$ cat config.mk
export PLATFORM = sky130hd
export DESIGN_NAME = ws_result_collector
export DESIGN_NICKNAME = d
export VERILOG_FILES = /design/src/rtl/ws_result_collector.sv
export SDC_FILE = /design/constraint.sdc
export NUM_CORES = 1
export LEC_CHECK = 0
export BUFFER_PORTS_ARGS = -buffer_cell sky130_fd_sc_hd__buf_2
export CELL_PAD_IN_SITES_DETAIL_PLACEMENT = 1
export CELL_PAD_IN_SITES_GLOBAL_PLACEMENT = 2
export CORE_ASPECT_RATIO = 0.6
export CORE_MARGIN = 2
export CORE_UTILIZATION = 47
export CTS_CLUSTER_DIAMETER = 30
export DETAILED_ROUTE_END_ITERATION = 16
export PLACE_DENSITY = 0.95
export SKIP_CTS_REPAIR_TIMING = 1
export SLEW_MARGIN = 10
export SYNTH_ARGS = -nofsm -noshare
export SYNTH_HDL_FRONTEND = slang
export SYNTH_SLANG_ARGS = --single-unit
$ cat constraint.sdc
create_clock -name clk -period 6.7 [get_ports clk]
set_input_delay 0.67 -clock clk [delete_from_list [all_inputs] [get_ports clk]]
set_output_delay 0.67 -clock clk [all_outputs]
set_load 0.02 [all_outputs]
$ cat src/rtl/ws_result_collector.sv
// ws_result_collector
//   Drains the skewed partial sums leaving the bottom edge of a weight-stationary
//   array and de-skews them into whole result vectors. The vectors go into a small
//   FIFO so the downstream consumer can apply backpressure.
//   Column c arrives c cycles after column 0. It is delayed by (row-1-c) stages so
//   that every column lines up with col0_valid delayed by row-1 stages.
//
//   Optional feature: define WS_COLLECTOR_RELU_EN to clamp negative (signed) words
//   to zero before the FIFO write. Latency is the same in both builds.
//
// Ports
//   clk, rst     clock; asynchronous active-low reset
//   start        one-cycle tile request, only honoured in IDLE
//   num_rows     vectors expected in the tile, sampled when start is accepted
//   col0_valid   Result_in[0] carries a valid word this cycle
//   Result_in    skewed words, one per column
//   out_ready    consumer accepts out_data
//   out_valid    FIFO non-empty; out_data holds the head vector
//   out_data     aligned vector at the FIFO head (zero while empty)
//   busy         FSM not IDLE
//   done         one-cycle pulse at tile completion
//   overflow     sticky: an aligned vector was dropped on a full FIFO
module ws_result_collector #(
  parameter int out_word_size = 16,
  parameter int row           = 3,
  parameter int fifo_depth    = 4
) (
  input  logic                                  clk,
  input  logic                                  rst,
  input  logic                                  start,
  input  logic [15:0]                           num_rows,
  input  logic                                  col0_valid,
  input  logic [0:row-1][out_word_size-1:0]     Result_in,
  input  logic                                  out_ready,
  output logic                                  out_valid,
  output logic [0:row-1][out_word_size-1:0]     out_data,
  output logic                                  busy,
  output logic                                  done,
  output logic                                  overflow
);
  localparam int PW = $clog2(fifo_depth);
  localparam int CW = $clog2(fifo_depth + 1);

  typedef logic [0:row-1][out_word_size-1:0] vec_t;
  typedef enum logic [1:0] {IDLE, COLLECT, DRAIN} state_t;

  logic   aligned_v;
  vec_t   aligned_vec, wr_vec;

  // ---------------- de-skew ----------------
  generate
    if (row > 1) begin : g_vpipe
      logic [row-2:0] vld_pipe_q;
      always_ff @(posedge clk or negedge rst) begin
        if (!rst) vld_pipe_q <= '0;
        else begin
          vld_pipe_q[0] <= col0_valid;
          for (int i = 1; i < row - 1; i++) vld_pipe_q[i] <= vld_pipe_q[i-1];
        end
      end
      assign aligned_v = vld_pipe_q[row-2];
    end else begin : g_vnopipe
      assign aligned_v = col0_valid;
    end

    for (genvar c = 0; c < row; c++) begin : g_col
      localparam int S = row - 1 - c;
      if (S > 0) begin : g_dly
        logic [S-1:0][out_word_size-1:0] sh_q;
        always_ff @(posedge clk or negedge rst) begin
          if (!rst) sh_q <= '0;
          else begin
            sh_q[0] <= Result_in[c];
            for (int i = 1; i < S; i++) sh_q[i] <= sh_q[i-1];
          end
        end
        assign aligned_vec[c] = sh_q[S-1];
      end else begin : g_nodly
        // last column already lines up with the delayed valid
        assign aligned_vec[c] = Result_in[c];
      end
`ifdef WS_COLLECTOR_RELU_EN
      assign wr_vec[c] = aligned_vec[c][out_word_size-1] ? '0 : aligned_vec[c];
`else
      assign wr_vec[c] = aligned_vec[c];
`endif
    end
  endgenerate

  // ---------------- FIFO + control ----------------
  state_t          state_q;
  logic [15:0]     rem_q;
  logic            done_q, ovf_q;
  logic [PW-1:0]   wr_ptr_q, rd_ptr_q;
  logic [CW-1:0]   cnt_q, cnt_d;
  vec_t            mem_q [fifo_depth];
  logic            rd_en, wr_en, drop, full, ev;

  always_comb begin
    out_valid = (cnt_q != '0);
    rd_en     = out_valid && out_ready;
    full      = (cnt_q == CW'(fifo_depth));
    ev        = aligned_v && (state_q == COLLECT);
    // a full FIFO still takes the vector when the head leaves this same cycle
    wr_en     = ev && (!full || rd_en);
    drop      = ev && full && !rd_en;
    cnt_d     = cnt_q + CW'(wr_en) - CW'(rd_en);
  end

  always_ff @(posedge clk) begin
    if (wr_en) mem_q[wr_ptr_q] <= wr_vec;
  end

  always_ff @(posedge clk or negedge rst) begin
    if (!rst) begin
      state_q  <= IDLE;
      rem_q    <= '0;
      done_q   <= 1'b0;
      ovf_q    <= 1'b0;
      wr_ptr_q <= '0;
      rd_ptr_q <= '0;
      cnt_q    <= '0;
    end else begin
      done_q <= 1'b0;
      cnt_q  <= cnt_d;
      if (wr_en) wr_ptr_q <= wr_ptr_q + PW'(1);
      if (rd_en) rd_ptr_q <= rd_ptr_q + PW'(1);
      case (state_q)
        IDLE: if (start) begin
          ovf_q <= 1'b0;
          if (num_rows != 16'd0) begin
            rem_q   <= num_rows;
            state_q <= COLLECT;
          end else begin
            done_q  <= 1'b1;
          end
        end
        COLLECT: if (aligned_v) begin
          // dropped vectors still count toward the tile
          rem_q <= rem_q - 16'd1;
          if (drop) ovf_q <= 1'b1;
          if (rem_q == 16'd1) state_q <= DRAIN;
        end
        DRAIN: if (cnt_d == '0) begin
          done_q  <= 1'b1;
          state_q <= IDLE;
        end
        default: state_q <= IDLE;
      endcase
    end
  end

  assign out_data = out_valid ? mem_q[rd_ptr_q] : '0;
  assign busy     = (state_q != IDLE);
  assign done     = done_q;
  assign overflow = ovf_q;

endmodule
==> report_table.html, run 1 <==
<table>
<tr><th>Metric</th><th>Value</th></tr>
<tr><th colspan="2">Outcome</th></tr>
<tr><td>Run status</td><td>finished clean</td></tr>
<tr><th colspan="2">Critical path</th></tr>
<tr><td>Delay of the slowest cell on the worst path</td><td>roughly 0.86 ns</td></tr>
<tr><td>Worst path arrival time</td><td>a little under 4 ns</td></tr>
<tr><td>Data required time of the critical path</td><td>7.08 ns</td></tr>
<tr><td>Reg2reg path depth</td><td>11</td></tr>
<tr><td>Crit-path slowest cell</td><td>sky130_fd_sc_hd__or3_2</td></tr>
<tr><td>Start-to-end type of the worst setup path</td><td>flip-flop to flip-flop</td></tr>
<tr><td>Critical Path Start</td><td>cnt_q[1]</td></tr>
<tr><td>Largest driver fanout on the critical path</td><td>50</td></tr>
<tr><td>Crit start category</td><td>flip-flop</td></tr>
<tr><td>Flop-to-flop setup slack</td><td>around 3.1 ns</td></tr>
<tr><td>Worst flop-to-flop path startpoint</td><td>cnt_q[1]</td></tr>
<tr><td>Critical path capture point type</td><td>flip-flop</td></tr>
<tr><td>Critical Path Stages</td><td>11</td></tr>
<tr><td>Worst path bufs/invs</td><td>2</td></tr>
<tr><td>Delay-heaviest family, CP</td><td>simple AND/OR/NAND/NOR gates</td></tr>
<tr><td>Ordered list of cells on the worst path</td><td>or3_2 &gt; and2_1 &gt; ha_1 &gt; inv_1 &gt; ha_1 &gt; inv_1 &gt; fa_1 &gt; xor3_1 &gt; nor3_1 &gt; nor3_1 &gt; a31o_2</td></tr>
<tr><th colspan="2">Timing</th></tr>
<tr><td>Final-report max-slew violation count</td><td>0</td></tr>
<tr><td>Final Hold Vio Count</td><td>0</td></tr>
<tr><td>Maximum achievable frequency</td><td>about 280 MHz</td></tr>
<tr><td>Time the worst path needs with I/O delays and setup</td><td>about 3.6 ns</td></tr>
<tr><td>Tightest Pin Transition</td><td>a little over 1 ns</td></tr>
<tr><td>Total of endpoints with negative setup slack in the final report</td><td>0</td></tr>
<tr><td>Slew headroom</td><td>0.3222</td></tr>
<tr><td>Sum of negative setup slack</td><td>0 ns</td></tr>
<tr><td>Worst setup skew after layout</td><td>0.02041 ns</td></tr>
<tr><td>Worst hold margin</td><td>0.08855 ns</td></tr>
<tr><td>Post-route fraction of the period consumed by the critical path</td><td>0.5315</td></tr>
<tr><td>Setup repair after global routing missed its margin</td><td>false</td></tr>
<tr><th colspan="2">Detailed routing</th></tr>
<tr><td>DR vias/cell</td><td>approximately 5.7</td></tr>
<tr><td>Met3 routed WL</td><td>approximately 1900 um</td></tr>
<tr><td>Via count</td><td>roughly 5,800</td></tr>
<tr><td>Aggregate routed wire length</td><td>24,870 um</td></tr>
<tr><td>DRC violation count after routing</td><td>0</td></tr>
<tr><td>Uppermost layer routed</td><td>met5</td></tr>
<tr><td>Drt initial violations</td><td>between 400 and 500</td></tr>
<tr><td>Average detailed-routed wire length per instance</td><td>24.77 um</td></tr>
<tr><td>Pre-Repair DR Iteration Count</td><td>5</td></tr>
<tr><td>Met1 routed wirelength after detailed routing</td><td>around 11,000 um</td></tr>
<tr><td>Detailed-routed wire length on met2</td><td>11,250 um</td></tr>
<tr><td>Antenna Nets Post-Route</td><td>0</td></tr>
<tr><th colspan="2">Global route</th></tr>
<tr><td>Largest net degree at the start of global routing</td><td>between 50 and 60</td></tr>
<tr><td>Overall Global Routing Usage</td><td>0.2205</td></tr>
<tr><td>GRT overflow</td><td>0</td></tr>
<tr><td>First-pass GRT wire length</td><td>37,980 um</td></tr>
<tr><td>Number of global-route vias before repair</td><td>approximately 6,200</td></tr>
<tr><td>Number of antenna violations at the first check in global routing</td><td>2</td></tr>
<tr><th colspan="2">Layout</th></tr>
<tr><td>Ant diodes</td><td>0</td></tr>
<tr><td>Number of nets in the layout</td><td>a little under 800</td></tr>
<tr><td>Post-route non-filler standard cell count</td><td>between 1,000 and 1,500</td></tr>
<tr><td>Area growth from synthesis to layout</td><td>19.73%</td></tr>
<tr><td>Fraction of layout instances using a drive strength above 1</td><td>0.3407</td></tr>
<tr><td>Share of the core filled with cells</td><td>0.5813</td></tr>
<tr><th colspan="2">Placement</th></tr>
<tr><td>IO Port Bufs</td><td>120</td></tr>
<tr><td>Final weighted congestion in routability-driven placement</td><td>0.8624</td></tr>
<tr><td>Half-perimeter wire length of the detailed placement result</td><td>roughly 16,000 um</td></tr>
<tr><td>Placed cells</td><td>940</td></tr>
<tr><th colspan="2">Yosys</th></tr>
<tr><td>Largest cells by area after synthesis</td><td>sky130_fd_sc_hd__edfxtp_1, sky130_fd_sc_hd__dfrtp_1, sky130_fd_sc_hd__mux4_2</td></tr>
<tr><td>Unique cell type count in the Yosys netlist</td><td>57</td></tr>
<tr><td>Xor-xnor portion of the synthesized cell area</td><td>0.004843</td></tr>
<tr><td>Area leader, netlist</td><td>sky130_fd_sc_hd__edfxtp_1</td></tr>
<tr><td>Most numerous cell types in the synthesized netlist</td><td>sky130_fd_sc_hd__edfxtp_1, sky130_fd_sc_hd__dfrtp_1, sky130_fd_sc_hd__and2_1, sky130_fd_sc_hd__mux4_2</td></tr>
<tr><td>Post-Syn Area</td><td>10,330 um^2</td></tr>
<tr><td>Adder-Cell Fraction of Synth Area</td><td>0.01162</td></tr>
<tr><td>Seq cells post-synth</td><td>about 270</td></tr>
<tr><td>Post-synth net total</td><td>640</td></tr>
<tr><td>Share of synthesized cell area in and, or, nand and nor gates</td><td>0.07143</td></tr>
<tr><td>Avg Inst Size Synth</td><td>approximately 18 um^2</td></tr>
<tr><td>Proportion of synthesized chip area in sequential cells</td><td>0.7443</td></tr>
<tr><td>Post-synthesis instance total</td><td>about 560</td></tr>
<tr><td>Portion of netlist area occupied by mux cells</td><td>0.1114</td></tr>
<tr><td>Compound-gate portion of the synthesized area</td><td>0.03789</td></tr>
<tr><td>Leading register cell type out of synthesis</td><td>sky130_fd_sc_hd__edfxtp_1</td></tr>
<tr><td>Ys async rst share</td><td>0.2862</td></tr>
<tr><td>Warnings, synthesis</td><td>0</td></tr>
<tr><td>Post-synth top area share</td><td>0.5579</td></tr>
<tr><td>Number of synthesized flops with an enable pin</td><td>between 150 and 200</td></tr>
<tr><td>Largest family of logic cells by synthesized area</td><td>multiplexers</td></tr>
<tr><td>Most numerous cell in the Yosys netlist</td><td>sky130_fd_sc_hd__edfxtp_1</td></tr>
<tr><th colspan="2">Floorplanning</th></tr>
<tr><td>Die Y</td><td>approximately 120 um</td></tr>
<tr><td>Die ar.</td><td>23,230 um^2</td></tr>
<tr><td>Initial core utilization</td><td>0.4855</td></tr>
<tr><td>Die span in x</td><td>slightly below 200 um</td></tr>
<tr><td>Area inside the core boundary</td><td>between 20,000 and 25,000 um^2</td></tr>
<tr><td>Row count</td><td>between 40 and 50</td></tr>
<tr><td>Number of ports placed on the die boundary</td><td>~120</td></tr>
<tr><th colspan="2">Clock tree</th></tr>
<tr><td>Maximum number of buffers from clock root to sink</td><td>3</td></tr>
<tr><td>CTS clk-pin slew, worst paths</td><td>0.06 ns</td></tr>
<tr><td>Level count of the clock H-tree</td><td>2</td></tr>
<tr><td>TritonCTS Sinks</td><td>269</td></tr>
<tr><td>Clock Root Buffer</td><td>sky130_fd_sc_hd__clkbuf_16</td></tr>
<tr><td>Insertion delay of the later-clocked pin in the worst-skew pair</td><td>about 0.52 ns</td></tr>
<tr><td>Number of buffers created by CTS</td><td>35</td></tr>
<tr><td>CTS tree</td><td>yes</td></tr>
<tr><th colspan="2">Power</th></tr>
<tr><td>Post-route total power</td><td>between 6 and 7 mW</td></tr>
<tr><td>Lkg Pwr</td><td>approximately 4.6 nW</td></tr>
<tr><td>Pwr dens</td><td>490.4 nW/um^2</td></tr>
<tr><td>Worst IR drop on VDD</td><td>roughly 0.2 mV</td></tr>
<tr><th colspan="2">Worst hold path</th></tr>
<tr><td>Path class of the lowest-slack min-delay path</td><td>input port to asynchronous set/reset pin</td></tr>
<tr><th colspan="2">Run</th></tr>
<tr><td>Max-capacitance violation count</td><td>0</td></tr>
</table>
[stage by stage]
step / setup slack (ns) / instance area [um^2]
4_1_cts: 3.081 / 12370
6_report: 3.139 / 12370
3_5_place_dp: 3.227 / 11230
3_3_place_gp: 3.319 / 11230
2_1_floorplan: 3.789 / 10330
5_1_grt: 2.903 / 12370
[power by group]
group | switching [mW] | internal [mW]
registers | 0.283 | 2.13
logic | 1.08 | 0.775
clock network | 0.720 | 1.09
[cell type report]
type	instances	area (um^2)
Timing Repair Buffer	128	663.1
Clock buffer	40	925.9
Fill cell	1918	8915
Tap cell	279	349.1
Sequential cell	269	7697
Inverter	18	67.56
Clock inverter	24	214.0
Multi-Input combinational cell	246	2457
[final timing paths]
kind | to
worst min register to register | aligned_vec[45]
max in group asynchronous | rd_ptr_q[0]
worst max register to register | state_q[1]
min in group clk | g_col[0].g_dly.sh_q[8]
worst min-delay path | g_col[1].g_dly.sh_q[15]
worst max-delay path | state_q[1]
[logic make-up after synthesis]
group | after synthesis
DFF | 269
AOI/OAI and AO/OA | 51
xor gates and xnor gates | 4
and+or+nand+nor | 127
adders and majority gates | 9
buffers and inverters | 47
muxes | 55
[sequential cells by signal (all words and copies together), names as in the netlist]
name / count
cnt_q: 3
g_vpipe.vld_pipe_q: 2
g_col.g_dly.sh_q: 32
wr_ptr_q: 2
state_q: 2
rd_ptr_q: 2
done: 1
mem_q: 192
aligned_vec: 16
rem_q: 16
overflow: 1
[per-layer routing]
| layer | up-vias | track usage |
|---|---|---|
| met5 | - | 0 |
| met4 | 2 | 0.06059 |
| met3 | 37 | 0.05353 |
| met2 | 237 | 0.3288 |
| met1 | 3002 | 0.3274 |
| li1 | 2486 | - |
[cells in the final DEF (no fill, tap or decap), types with 7 or more instances in the layout]
cell type / n
sky130_fd_sc_hd__edfxtp_1: 192
sky130_fd_sc_hd__buf_2: 119
sky130_fd_sc_hd__dfrtp_1: 75
sky130_fd_sc_hd__and2_1: 51
sky130_fd_sc_hd__mux4_2: 48
sky130_fd_sc_hd__clkbuf_16: 36
sky130_fd_sc_hd__inv_1: 18
sky130_fd_sc_hd__nor2_1: 15
sky130_fd_sc_hd__nand2_1: 13
sky130_fd_sc_hd__nor4_1: 10
sky130_fd_sc_hd__buf_4: 9
sky130_fd_sc_hd__ha_1: 8
sky130_fd_sc_hd__mux2i_1: 7
sky130_fd_sc_hd__inv_6: 7
No activity file was read; power rests on OpenSTA's default activity.
==> inputs of run 2 (changes only) <==
--- a/config.mk
+++ b/config.mk
@@ -5,15 +5,16 @@
 export SDC_FILE = /design/constraint.sdc
 export NUM_CORES = 1
 export LEC_CHECK = 0
+export ABC_AREA = 1
 export BUFFER_PORTS_ARGS = -buffer_cell sky130_fd_sc_hd__buf_2
 export CELL_PAD_IN_SITES_DETAIL_PLACEMENT = 1
 export CELL_PAD_IN_SITES_GLOBAL_PLACEMENT = 2
 export CORE_ASPECT_RATIO = 0.6
 export CORE_MARGIN = 2
-export CORE_UTILIZATION = 47
+export CORE_UTILIZATION = 35
 export CTS_CLUSTER_DIAMETER = 30
 export DETAILED_ROUTE_END_ITERATION = 16
-export PLACE_DENSITY = 0.95
+export PLACE_DENSITY = 0.85
 export SKIP_CTS_REPAIR_TIMING = 1
 export SLEW_MARGIN = 10
 export SYNTH_ARGS = -nofsm -noshare
==> constraint.sdc (replaced) <==
create_clock -name clk -period 3.1 [get_ports clk]
set_input_delay 0.31 -clock clk [delete_from_list [all_inputs] [get_ports clk]]
set_output_delay 0.31 -clock clk [all_outputs]
set_load 0.02 [all_outputs]
==> report_table.html, run 2 <==
<table>
<tr><th>Metric</th><th>Value</th></tr>
<tr><th colspan="2">Global route</th></tr>
<tr><td>Overall Global Routing Usage</td><td>0.1707 (was 0.2205)</td></tr>
<tr><td>Most utilized layer in the global route result</td><td>met2 (unchanged)</td></tr>
<tr><td>Largest net degree at the start of global routing</td><td>99 (was 54)</td></tr>
<tr><td>Number of antenna violations at the first check in global routing</td><td>0 (was 2)</td></tr>
<tr><td>Met1 usage</td><td>0.2419 (was 0.3274)</td></tr>
<tr><td>GRT overflow</td><td>0 (unchanged)</td></tr>
<tr><td>Met2 Resource Use GR</td><td>0.2678 (was 0.3288)</td></tr>
<tr><td>First-pass GRT wire length</td><td>41,990 um (was 37,980 um)</td></tr>
<tr><td>Number of global-route vias before repair</td><td>7,348 (was 6,242)</td></tr>
<tr><td>Met3 demand-to-capacity share in global routing</td><td>0.03742 (was 0.05353)</td></tr>
<tr><th colspan="2">Outcome</th></tr>
<tr><td>Run status</td><td>finished clean (unchanged)</td></tr>
<tr><th colspan="2">Floorplanning</th></tr>
<tr><td>Die ar.</td><td>31,620 um^2 (was 23,230 um^2)</td></tr>
<tr><td>Area inside the core boundary</td><td>29,800 um^2 (was 21,290 um^2)</td></tr>
<tr><td>Initial core utilization</td><td>0.3543 (was 0.4855)</td></tr>
<tr><td>Die span in x</td><td>228.2 um (was 195.4 um)</td></tr>
<tr><td>Number of ports placed on the die boundary</td><td>121 (unchanged)</td></tr>
<tr><td>Row count</td><td>49 (was 41)</td></tr>
<tr><td>Die Y</td><td>138.5 um (was 118.9 um)</td></tr>
<tr><th colspan="2">Timing</th></tr>
<tr><td>Final worst-path setup slack</td><td>0.3779 ns (was 3.139 ns)</td></tr>
<tr><td>Setup repair after global routing missed its margin</td><td>false (unchanged)</td></tr>
<tr><td>Sum of negative setup slack</td><td>0 ns (unchanged)</td></tr>
<tr><td>Post-route fraction of the period consumed by the critical path</td><td>0.8781 (was 0.5315)</td></tr>
<tr><td>Time the worst path needs with I/O delays and setup</td><td>2.722 ns (was 3.561 ns)</td></tr>
<tr><td>Final Hold Vio Count</td><td>0 (unchanged)</td></tr>
<tr><td>Slew headroom</td><td>0.4788 (was 0.3222)</td></tr>
<tr><td>Total of endpoints with negative setup slack in the final report</td><td>0 (unchanged)</td></tr>
<tr><td>Maximum achievable frequency</td><td>367.4 MHz (was 280.8 MHz)</td></tr>
<tr><td>Final-report max-slew violation count</td><td>0 (unchanged)</td></tr>
<tr><td>Worst setup skew after layout</td><td>0.03348 ns (was 0.02041 ns)</td></tr>
<tr><td>Tightest Pin Transition</td><td>0.7818 ns (was 1.017 ns)</td></tr>
<tr><th colspan="2">Critical path</th></tr>
<tr><td>Critical Path Stages</td><td>14 (was 11)</td></tr>
<tr><td>Delay-heaviest family, CP</td><td>adder cells (was simple AND/OR/NAND/NOR gates)</td></tr>
<tr><td>Data required time of the critical path</td><td>3.49 ns (was 7.08 ns)</td></tr>
<tr><td>Worst flop-to-flop path startpoint</td><td>cnt_q[0] (was cnt_q[1])</td></tr>
<tr><td>Critical path capture point type</td><td>flip-flop (unchanged)</td></tr>
<tr><td>Delay of the slowest cell on the worst path</td><td>0.39 ns (was 0.86 ns)</td></tr>
<tr><td>Worst path bufs/invs</td><td>4 (was 2)</td></tr>
<tr><td>Crit Reg-Reg Endpoint</td><td>state_q[1] (unchanged)</td></tr>
<tr><td>Crit start category</td><td>flip-flop (unchanged)</td></tr>
<tr><td>Start-to-end type of the worst setup path</td><td>flip-flop to flip-flop (unchanged)</td></tr>
<tr><td>Ordered list of cells on the worst path</td><td>or2_2 &gt; o21ai_1 &gt; nor2_2 &gt; inv_2 &gt; ha_1 &gt; inv_1 &gt; ha_1 &gt; inv_1 &gt; fa_1 &gt; inv_1 &gt; xor2_1 &gt; nand2_1 &gt; nand2_1 &gt; nand2_1 (was or3_2 &gt; and2_1 &gt; ha_1 &gt; inv_1 &gt; ha_1 &gt; inv_1 &gt; fa_1 &gt; xor3_1 &gt; nor3_1 &gt; nor3_1 &gt; a31o_2)</td></tr>
<tr><td>Largest driver fanout on the critical path</td><td>5 (was 50)</td></tr>
<tr><td>Flop-to-flop setup slack</td><td>0.38 ns (was 3.14 ns)</td></tr>
<tr><td>Worst path arrival time</td><td>3.12 ns (was 3.95 ns)</td></tr>
<tr><td>Reg2reg path depth</td><td>14 (was 11)</td></tr>
<tr><td>Crit-path slowest cell</td><td>sky130_fd_sc_hd__dfrtp_1 (was sky130_fd_sc_hd__or3_2)</td></tr>
<tr><th colspan="2">Worst hold path</th></tr>
<tr><td>Hold wc startpoint</td><td>Result_in[1]</td></tr>
<tr><td>WHS Endpoint</td><td>mem_q[2][1]</td></tr>
<tr><td>Hold Path Stages</td><td>1</td></tr>
<tr><td>Path class of the lowest-slack min-delay path</td><td>input port to flip-flop (was input port to asynchronous set/reset pin)</td></tr>
<tr><th colspan="2">Power</th></tr>
<tr><td>Pwr dens</td><td>1083 nW/um^2 (was 490.4 nW/um^2)</td></tr>
<tr><td>Lkg Pwr</td><td>5.365 nW (was 4.593 nW)</td></tr>
<tr><td>Worst IR drop on VDD</td><td>0.6488 mV (was 0.2026 mV)</td></tr>
<tr><th colspan="2">Layout</th></tr>
<tr><td>Number of inserted filler cells in the final layout</td><td>3,189 (was 1,918)</td></tr>
<tr><td>Commonest non-fill, non-tap cell in the layout</td><td>sky130_fd_sc_hd__nor2_1 (was sky130_fd_sc_hd__edfxtp_1)</td></tr>
<tr><td>Area growth from synthesis to layout</td><td>28.60% (was 19.73%)</td></tr>
<tr><td>Largest reg by FF count</td><td>mem_q (unchanged)</td></tr>
<tr><td>Register Area</td><td>7697 um^2 (unchanged)</td></tr>
<tr><td>Multi-input combinational cell area</td><td>2539 um^2 (was 2457 um^2)</td></tr>
<tr><td>Design Area, Final</td><td>13,580 um^2 (was 12,370 um^2)</td></tr>
<tr><td>Ant diodes</td><td>0 (unchanged)</td></tr>
<tr><td>Largest registers</td><td>mem_q (192), g_col.g_dly.sh_q (32) (unchanged)</td></tr>
<tr><td>Largest register FFs</td><td>192 (unchanged)</td></tr>
<tr><td>Leading cell types in the layout, fill and taps excluded</td><td>sky130_fd_sc_hd__nor2_1, sky130_fd_sc_hd__edfxtp_1, sky130_fd_sc_hd__buf_2 (was sky130_fd_sc_hd__edfxtp_1, sky130_fd_sc_hd__buf_2, sky130_fd_sc_hd__dfrtp_1)</td></tr>
<tr><td>Fraction of layout instances using a drive strength above 1</td><td>0.2032 (was 0.3407)</td></tr>
<tr><td>Number of nets in the layout</td><td>1,163 (was 776)</td></tr>
<tr><th colspan="2">Detailed routing</th></tr>
<tr><td>Average detailed-routed wire length per instance</td><td>17.63 um (was 24.77 um)</td></tr>
<tr><td>Via count</td><td>7,192 (was 5,764)</td></tr>
<tr><td>DRC violation count after routing</td><td>0 (unchanged)</td></tr>
<tr><td>Aggregate routed wire length</td><td>26,880 um (was 24,870 um)</td></tr>
<tr><td>Antenna Nets Post-Route</td><td>0 (unchanged)</td></tr>
<tr><td>Pre-Repair DR Iteration Count</td><td>4 (was 5)</td></tr>
<tr><td>Drt initial violations</td><td>370 (was 484)</td></tr>
<tr><td>DR vias/cell</td><td>4.716 (was 5.741)</td></tr>
<tr><th colspan="2">Clock tree</th></tr>
<tr><td>Number of buffers created by CTS</td><td>43 (was 35)</td></tr>
<tr><td>Insertion delay of the later-clocked pin in the worst-skew pair</td><td>0.54 ns (was 0.52 ns)</td></tr>
<tr><td>CTS clk-pin slew, worst paths</td><td>0.05 ns (was 0.06 ns)</td></tr>
<tr><td>TritonCTS Sinks</td><td>269 (unchanged)</td></tr>
<tr><td>CTS tree</td><td>yes (unchanged)</td></tr>
<tr><td>Level count of the clock H-tree</td><td>2 (unchanged)</td></tr>
<tr><td>Maximum number of buffers from clock root to sink</td><td>3 (unchanged)</td></tr>
<tr><td>Clock Root Buffer</td><td>sky130_fd_sc_hd__clkbuf_16 (unchanged)</td></tr>
<tr><th colspan="2">Yosys</th></tr>
<tr><td>Unique cell type count in the Yosys netlist</td><td>31 (was 57)</td></tr>
<tr><td>Area leader, netlist</td><td>sky130_fd_sc_hd__edfxtp_1 (unchanged)</td></tr>
<tr><td>Most numerous cell in the Yosys netlist</td><td>sky130_fd_sc_hd__nor2_1 (was sky130_fd_sc_hd__edfxtp_1)</td></tr>
<tr><td>Post-synth net total</td><td>985 (was 640)</td></tr>
<tr><td>Post-synthesis instance total</td><td>907 (was 562)</td></tr>
<tr><td>Most numerous cell types in the synthesized netlist</td><td>sky130_fd_sc_hd__nor2_1, sky130_fd_sc_hd__edfxtp_1, sky130_fd_sc_hd__o21ai_0, sky130_fd_sc_hd__nand2_1, sky130_fd_sc_hd__dfrtp_1 (was sky130_fd_sc_hd__edfxtp_1, sky130_fd_sc_hd__dfrtp_1, sky130_fd_sc_hd__and2_1, sky130_fd_sc_hd__mux4_2)</td></tr>
<tr><td>Avg Inst Size Synth</td><td>11.64 um^2 (was 18.39 um^2)</td></tr>
<tr><td>Warnings, synthesis</td><td>0 (unchanged)</td></tr>
<tr><td>Post-Syn Area</td><td>10,560 um^2 (was 10,330 um^2)</td></tr>
<tr><td>Leading register cell type out of synthesis</td><td>sky130_fd_sc_hd__edfxtp_1 (unchanged)</td></tr>
<tr><td>Proportion of synthesized chip area in sequential cells</td><td>0.7286 (was 0.7443)</td></tr>
<tr><td>Ys async rst share</td><td>0.2862 (unchanged)</td></tr>
<tr><td>Post-synth top area share</td><td>0.5461 (was 0.5579)</td></tr>
<tr><td>Seq cells post-synth</td><td>269 (unchanged)</td></tr>
<tr><td>Number of synthesized flops with an enable pin</td><td>192 (unchanged)</td></tr>
<tr><td>Largest cells by area after synthesis</td><td>sky130_fd_sc_hd__edfxtp_1, sky130_fd_sc_hd__dfrtp_1, sky130_fd_sc_hd__nor2_1 (was sky130_fd_sc_hd__edfxtp_1, sky130_fd_sc_hd__dfrtp_1, sky130_fd_sc_hd__mux4_2)</td></tr>
<tr><th colspan="2">Placement</th></tr>
<tr><td>Pre-CTS WS</td><td>0.3894 ns (was 3.227 ns)</td></tr>
<tr><td>Final weighted congestion in routability-driven placement</td><td>0.7612 (was 0.8624)</td></tr>
<tr><td>Placed Area</td><td>11,740 um^2 (was 11,230 um^2)</td></tr>
<tr><td>IO Port Bufs</td><td>120 (unchanged)</td></tr>
<tr><td>Half-perimeter wire length of the detailed placement result</td><td>16,180 um (was 15,970 um)</td></tr>
<tr><th colspan="2">Run</th></tr>
<tr><td>Max-capacitance violation count</td><td>0 (unchanged)</td></tr>
</table>
==> run 2: cell types whose count changed in the layout (fill, tap and decap cells not counted), sizes merged, moves of 45 or more <==
cell / delta
nor2: +238
a21oi: +45
and2: -54
o21ai: +108
nand2: +79
mux4: -48
==> run 2: worst max-delay path by stage <==
stage / startpoint / end / slack [ns]
3_5_place_dp: out_ready / state_q[1] / 0.39
4_1_cts: cnt_q[0] / state_q[1] / 0.32
6_report: cnt_q[0] / state_q[1] / 0.38
2_1_floorplan: state_q[0] / mem_q[0][0] / -0.35
5_1_grt: state_q[0] / state_q[1] / 0.09
3_3_place_gp: out_ready / state_q[1] / 0.52
==> run 2: routing by layer <==
layer  vias up  share of wire
li1       3449              -
met1      3572           0.48
met2       131           0.46
met3        40          0.046
met4         0          0.016
met5         -              0
==> run 2: cell families after synthesis <==
group                      count (synthesis)  synth area share
and+or+nand+nor                          376            0.1422
DFF                                      269            0.7286
AOI/OAI and AO/OA                        165           0.07845
buffers and inverters                     82           0.03425
adders and majority gates                  9           0.01138
xor gates and xnor gates                   5          0.004148
muxes                                      1         0.0009481
==> run 2: final cells by class <==
cell class                 instances  share of cell area
tap                              408             0.03760
timing repair buffer             174             0.08939
inverter                          41             0.01134
sequential                       269              0.5670
clock buffer                      55             0.08626
multi-input combinational        556              0.1870
clock inverter                    22             0.02147
==> run 2: power by group <==
group	internal (mW)	total, mW	switching [mW]
logic	1.52	4.95	3.43
clock network	3.17	4.83	1.66
registers	4.62	4.92	0.303
==> run 2: through the flow <==
step	utilization	hold slack, ns	cells	total power, mW
2_1_floorplan	-	0.01441	907	8.106
3_3_place_gp	0.3941	0.3313	1411	9.807
3_5_place_dp	0.3941	0.3363	1411	9.957
4_1_cts	0.4432	-0.1484	1488	14.87
5_1_grt	0.4557	0.00001385	1525	15.60
6_report	0.4557	0.005730	1525	14.70
==> inputs of run 3 (changes only) <==
--- a/config.mk
+++ b/config.mk
@@ -15,6 +15,7 @@
 export CTS_CLUSTER_DIAMETER = 30
 export DETAILED_ROUTE_END_ITERATION = 16
 export PLACE_DENSITY = 0.85
+export REMOVE_ABC_BUFFERS = 1
 export SKIP_CTS_REPAIR_TIMING = 1
 export SLEW_MARGIN = 10
 export SYNTH_ARGS = -nofsm -noshare
==> report_table.html, run 3 (synthesized netlist as in run 2, its figures left out) <==
<table>
<tr><th>Metric</th><th>Value</th></tr>
<tr><th colspan="2">Outcome</th></tr>
<tr><td>Run status</td><td>finished clean (unchanged)</td></tr>
<tr><th colspan="2">Placement</th></tr>
<tr><td>Half-perimeter wire length of the detailed placement result</td><td>16,710 um (was 16,180 um)</td></tr>
<tr><td>IO Port Bufs</td><td>120 (unchanged)</td></tr>
<tr><td>Placed Area</td><td>11,730 um^2 (was 11,740 um^2)</td></tr>
<tr><td>Pre-CTS WS</td><td>0.4229 ns (was 0.3894 ns)</td></tr>
<tr><td>Placed cells</td><td>1,412 (was 1,411)</td></tr>
<tr><td>Final weighted congestion in routability-driven placement</td><td>0.7954 (was 0.7612)</td></tr>
<tr><th colspan="2">Critical path</th></tr>
<tr><td>Ordered list of cells on the worst path</td><td>inv_2 &gt; nor2_4 &gt; o21ai_1 &gt; nor2_2 &gt; inv_2 &gt; ha_1 &gt; inv_1 &gt; ha_1 &gt; inv_1 &gt; fa_1 &gt; inv_1 &gt; xor2_1 &gt; nand2_1 &gt; nand2_1 &gt; nand2_1 (was or2_2 &gt; o21ai_1 &gt; nor2_2 &gt; inv_2 &gt; ha_1 &gt; inv_1 &gt; ha_1 &gt; inv_1 &gt; fa_1 &gt; inv_1 &gt; xor2_1 &gt; nand2_1 &gt; nand2_1 &gt; nand2_1)</td></tr>
<tr><td>Data required time of the critical path</td><td>3.52 ns (was 3.49 ns)</td></tr>
<tr><td>Largest driver fanout on the critical path</td><td>8 (was 5)</td></tr>
<tr><td>Worst path bufs/invs</td><td>5 (was 4)</td></tr>
<tr><td>Crit start category</td><td>flip-flop (unchanged)</td></tr>
<tr><td>Crit Reg-Reg Endpoint</td><td>state_q[1] (unchanged)</td></tr>
<tr><td>Reg2reg path depth</td><td>15 (was 14)</td></tr>
<tr><td>Crit-path slowest cell</td><td>sky130_fd_sc_hd__dfrtp_1 (unchanged)</td></tr>
<tr><td>Start-to-end type of the worst setup path</td><td>flip-flop to flip-flop (unchanged)</td></tr>
<tr><td>Worst flop-to-flop path startpoint</td><td>state_q[0] (was cnt_q[0])</td></tr>
<tr><td>Delay of the slowest cell on the worst path</td><td>0.53 ns (was 0.39 ns)</td></tr>
<tr><td>Delay-heaviest family, CP</td><td>adder cells (unchanged)</td></tr>
<tr><td>Critical path capture point type</td><td>flip-flop (unchanged)</td></tr>
<tr><td>Flop-to-flop setup slack</td><td>0.38 ns (about the same)</td></tr>
<tr><td>Worst path arrival time</td><td>3.14 ns (was 3.12 ns)</td></tr>
<tr><th colspan="2">Global route</th></tr>
<tr><td>First-pass GRT wire length</td><td>43,250 um (was 41,990 um)</td></tr>
<tr><td>Overall Global Routing Usage</td><td>0.1766 (was 0.1707)</td></tr>
<tr><td>Number of antenna violations at the first check in global routing</td><td>0 (unchanged)</td></tr>
<tr><td>Largest net degree at the start of global routing</td><td>99 (unchanged)</td></tr>
<tr><td>Number of global-route vias before repair</td><td>7,721 (was 7,348)</td></tr>
<tr><td>GRT overflow</td><td>0 (unchanged)</td></tr>
<tr><th colspan="2">Floorplanning</th></tr>
<tr><td>Die ar.</td><td>31,620 um^2 (unchanged)</td></tr>
<tr><td>Die span in x</td><td>228.2 um (unchanged)</td></tr>
<tr><td>Initial core utilization</td><td>0.3543 (unchanged)</td></tr>
<tr><td>Die Y</td><td>138.5 um (unchanged)</td></tr>
<tr><td>Area inside the core boundary</td><td>29,800 um^2 (unchanged)</td></tr>
<tr><td>Row count</td><td>49 (unchanged)</td></tr>
<tr><td>Number of ports placed on the die boundary</td><td>121 (unchanged)</td></tr>
<tr><th colspan="2">Clock tree</th></tr>
<tr><td>CTS tree</td><td>yes (unchanged)</td></tr>
<tr><td>CTS clk-pin slew, worst paths</td><td>0.05 ns (about the same)</td></tr>
<tr><td>Insertion delay of the later-clocked pin in the worst-skew pair</td><td>0.55 ns (was 0.54 ns)</td></tr>
<tr><td>Maximum number of buffers from clock root to sink</td><td>3 (unchanged)</td></tr>
<tr><td>Number of buffers created by CTS</td><td>43 (unchanged)</td></tr>
<tr><td>Clock Root Buffer</td><td>sky130_fd_sc_hd__clkbuf_16 (unchanged)</td></tr>
<tr><td>TritonCTS Sinks</td><td>269 (unchanged)</td></tr>
<tr><td>Level count of the clock H-tree</td><td>2 (unchanged)</td></tr>
<tr><th colspan="2">Detailed routing</th></tr>
<tr><td>Average detailed-routed wire length per instance</td><td>18.05 um (was 17.63 um)</td></tr>
<tr><td>DRC violation count after routing</td><td>0 (unchanged)</td></tr>
<tr><td>Drt initial violations</td><td>389 (was 370)</td></tr>
<tr><td>Aggregate routed wire length</td><td>27,780 um (was 26,880 um)</td></tr>
<tr><td>Pre-Repair DR Iteration Count</td><td>4 (unchanged)</td></tr>
<tr><td>Via count</td><td>7,328 (was 7,192)</td></tr>
<tr><td>Antenna Nets Post-Route</td><td>0 (unchanged)</td></tr>
<tr><td>DR vias/cell</td><td>4.762 (was 4.716)</td></tr>
<tr><th colspan="2">Layout</th></tr>
<tr><td>Leading cell types in the layout, fill and taps excluded</td><td>sky130_fd_sc_hd__nor2_1, sky130_fd_sc_hd__edfxtp_1, sky130_fd_sc_hd__buf_2 (unchanged)</td></tr>
<tr><td>Share of the core filled with cells</td><td>0.4601 (was 0.4557)</td></tr>
<tr><td>Area growth from synthesis to layout</td><td>29.84% (was 28.60%)</td></tr>
<tr><td>Largest register FFs</td><td>192 (unchanged)</td></tr>
<tr><td>Number of nets in the layout</td><td>1,173 (was 1,163)</td></tr>
<tr><td>Fraction of layout instances using a drive strength above 1</td><td>0.2018 (was 0.2032)</td></tr>
<tr><td>Design Area, Final</td><td>13,710 um^2 (was 13,580 um^2)</td></tr>
<tr><td>Largest reg by FF count</td><td>mem_q (unchanged)</td></tr>
<tr><td>Post-route non-filler standard cell count</td><td>1,539 (was 1,525)</td></tr>
<tr><td>Largest registers</td><td>mem_q (192), g_col.g_dly.sh_q (32) (unchanged)</td></tr>
<tr><td>Commonest non-fill, non-tap cell in the layout</td><td>sky130_fd_sc_hd__nor2_1 (unchanged)</td></tr>
<tr><th colspan="2">Timing</th></tr>
<tr><td>Worst setup skew after layout</td><td>0.02808 ns (was 0.03348 ns)</td></tr>
<tr><td>Final Hold Vio Count</td><td>0 (unchanged)</td></tr>
<tr><td>Maximum achievable frequency</td><td>367.4 MHz (about the same)</td></tr>
<tr><td>Total of endpoints with negative setup slack in the final report</td><td>0 (unchanged)</td></tr>
<tr><td>Sum of negative setup slack</td><td>0 ns (unchanged)</td></tr>
<tr><td>Final worst-path setup slack</td><td>0.3781 ns (was 0.3779 ns)</td></tr>
<tr><td>Tightest Pin Transition</td><td>0.7085 ns (was 0.7818 ns)</td></tr>
<tr><td>Final-report max-slew violation count</td><td>0 (unchanged)</td></tr>
<tr><td>Post-route fraction of the period consumed by the critical path</td><td>0.8780 (was 0.8781)</td></tr>
<tr><td>Slew headroom</td><td>0.5277 (was 0.4788)</td></tr>
<tr><td>Time the worst path needs with I/O delays and setup</td><td>2.722 ns (about the same)</td></tr>
<tr><td>Setup repair after global routing missed its margin</td><td>false (unchanged)</td></tr>
<tr><th colspan="2">Worst hold path</th></tr>
<tr><td>WHS Endpoint</td><td>mem_q[1][5] (was mem_q[2][1])</td></tr>
<tr><td>Hold wc startpoint</td><td>Result_in[5] (was Result_in[1])</td></tr>
<tr><td>Hold Path Stages</td><td>1 (unchanged)</td></tr>
<tr><td>Path class of the lowest-slack min-delay path</td><td>input port to flip-flop (unchanged)</td></tr>
<tr><th colspan="2">Power</th></tr>
<tr><td>Pwr dens</td><td>1084 nW/um^2 (was 1083 nW/um^2)</td></tr>
<tr><td>Worst IR drop on VDD</td><td>0.3780 mV (was 0.6488 mV)</td></tr>
<tr><td>Lkg Pwr</td><td>5.428 nW (was 5.365 nW)</td></tr>
<tr><th colspan="2">Run</th></tr>
<tr><td>Max-capacitance violation count</td><td>0 (unchanged)</td></tr>
</table>
==> run 3: cell types whose count changed in the layout (fill, tap and decap cells not counted), moves of 2 or more <==
cell	before	now
sky130_fd_sc_hd__dlygate4sd3_1	37	46
sky130_fd_sc_hd__clkinvlp_4	4	1
sky130_fd_sc_hd__buf_4	9	12
sky130_fd_sc_hd__clkbuf_1	7	9
sky130_fd_sc_hd__buf_12	9	7
sky130_fd_sc_hd__clkbuf_8	5	1
sky130_fd_sc_hd__clkinv_2	5	2
sky130_fd_sc_hd__clkinv_4	1	7
==> run 3: cell type report <==
class | instances | area, um^2
well taps | 408 | 510.5
clock inverters | 27 | 395.4
inverters | 41 | 153.9
diodes | 1 | 2.502
fillers | 3231 | 16090
multi-input cells | 556 | 2539
repair buffers | 184 | 1286
flip-flops and latches | 269 | 7697
clock buffers | 53 | 1124
==> run 3: through the flow <==
step	power (mW)	hold slack, ns
floorplan	7.960	0.01441
global placement	9.753	0.3331
detailed placement	9.906	0.3363
CTS	14.98	-0.2067
global route	15.72	0.0006689
finish	14.85	0.008024
==> run 3: power by group <==
group / internal (mW) / switching, mW / total (mW) / leakage, nW
registers: 4.62 / 0.311 / 4.93 / 2.68
logic: 1.51 / 3.45 / 4.96 / 2.02
clock network: 3.21 / 1.75 / 4.97 / 0.732
==> run 3: worst max-delay path by stage <==
stage / start / to / slack, ns / depth (start not counted)
after global routing: state_q[0] / state_q[1] / 0.09 / 15
after detailed placement: state_q[0] / state_q[1] / 0.42 / 15
after global placement: out_ready / state_q[1] / 0.49 / 15
final: state_q[0] / state_q[1] / 0.38 / 15
after CTS: rd_ptr_q[0] / out_data[35] / 0.32 / 5
after floorplan: cnt_q[1] / state_q[1] / -1.69 / 12
==> run 3: worst register-to-register path: stages (launching register included) <==
cell and delay, ns:
sky130_fd_sc_hd__dfrtp_1 0.53, sky130_fd_sc_hd__inv_2 0.10, sky130_fd_sc_hd__nor2_4 0.09, sky130_fd_sc_hd__o21ai_1 0.10, sky130_fd_sc_hd__nor2_2 0.22, sky130_fd_sc_hd__inv_2 0.16, sky130_fd_sc_hd__ha_1 0.29, sky130_fd_sc_hd__inv_1 0.07
sky130_fd_sc_hd__ha_1 0.13, sky130_fd_sc_hd__inv_1 0.05, sky130_fd_sc_hd__fa_1 0.36, sky130_fd_sc_hd__inv_1 0.07, sky130_fd_sc_hd__xor2_1 0.24, sky130_fd_sc_hd__nand2_1 0.08, sky130_fd_sc_hd__nand2_1 0.07, sky130_fd_sc_hd__nand2_1 0.06
==> run 3: routing by layer <==
| metal | GRT usage | vias up | wire, um |
|---|---|---|---|
| met5 | 0 | - | 0 |
| met3 | 0.03660 | 35 | 1300 |
| met4 | 0.04988 | 0 | 444 |
| li1 | - | 3482 | - |
| met2 | 0.2922 | 165 | 13050 |
| met1 | 0.2374 | 3646 | 12990 |
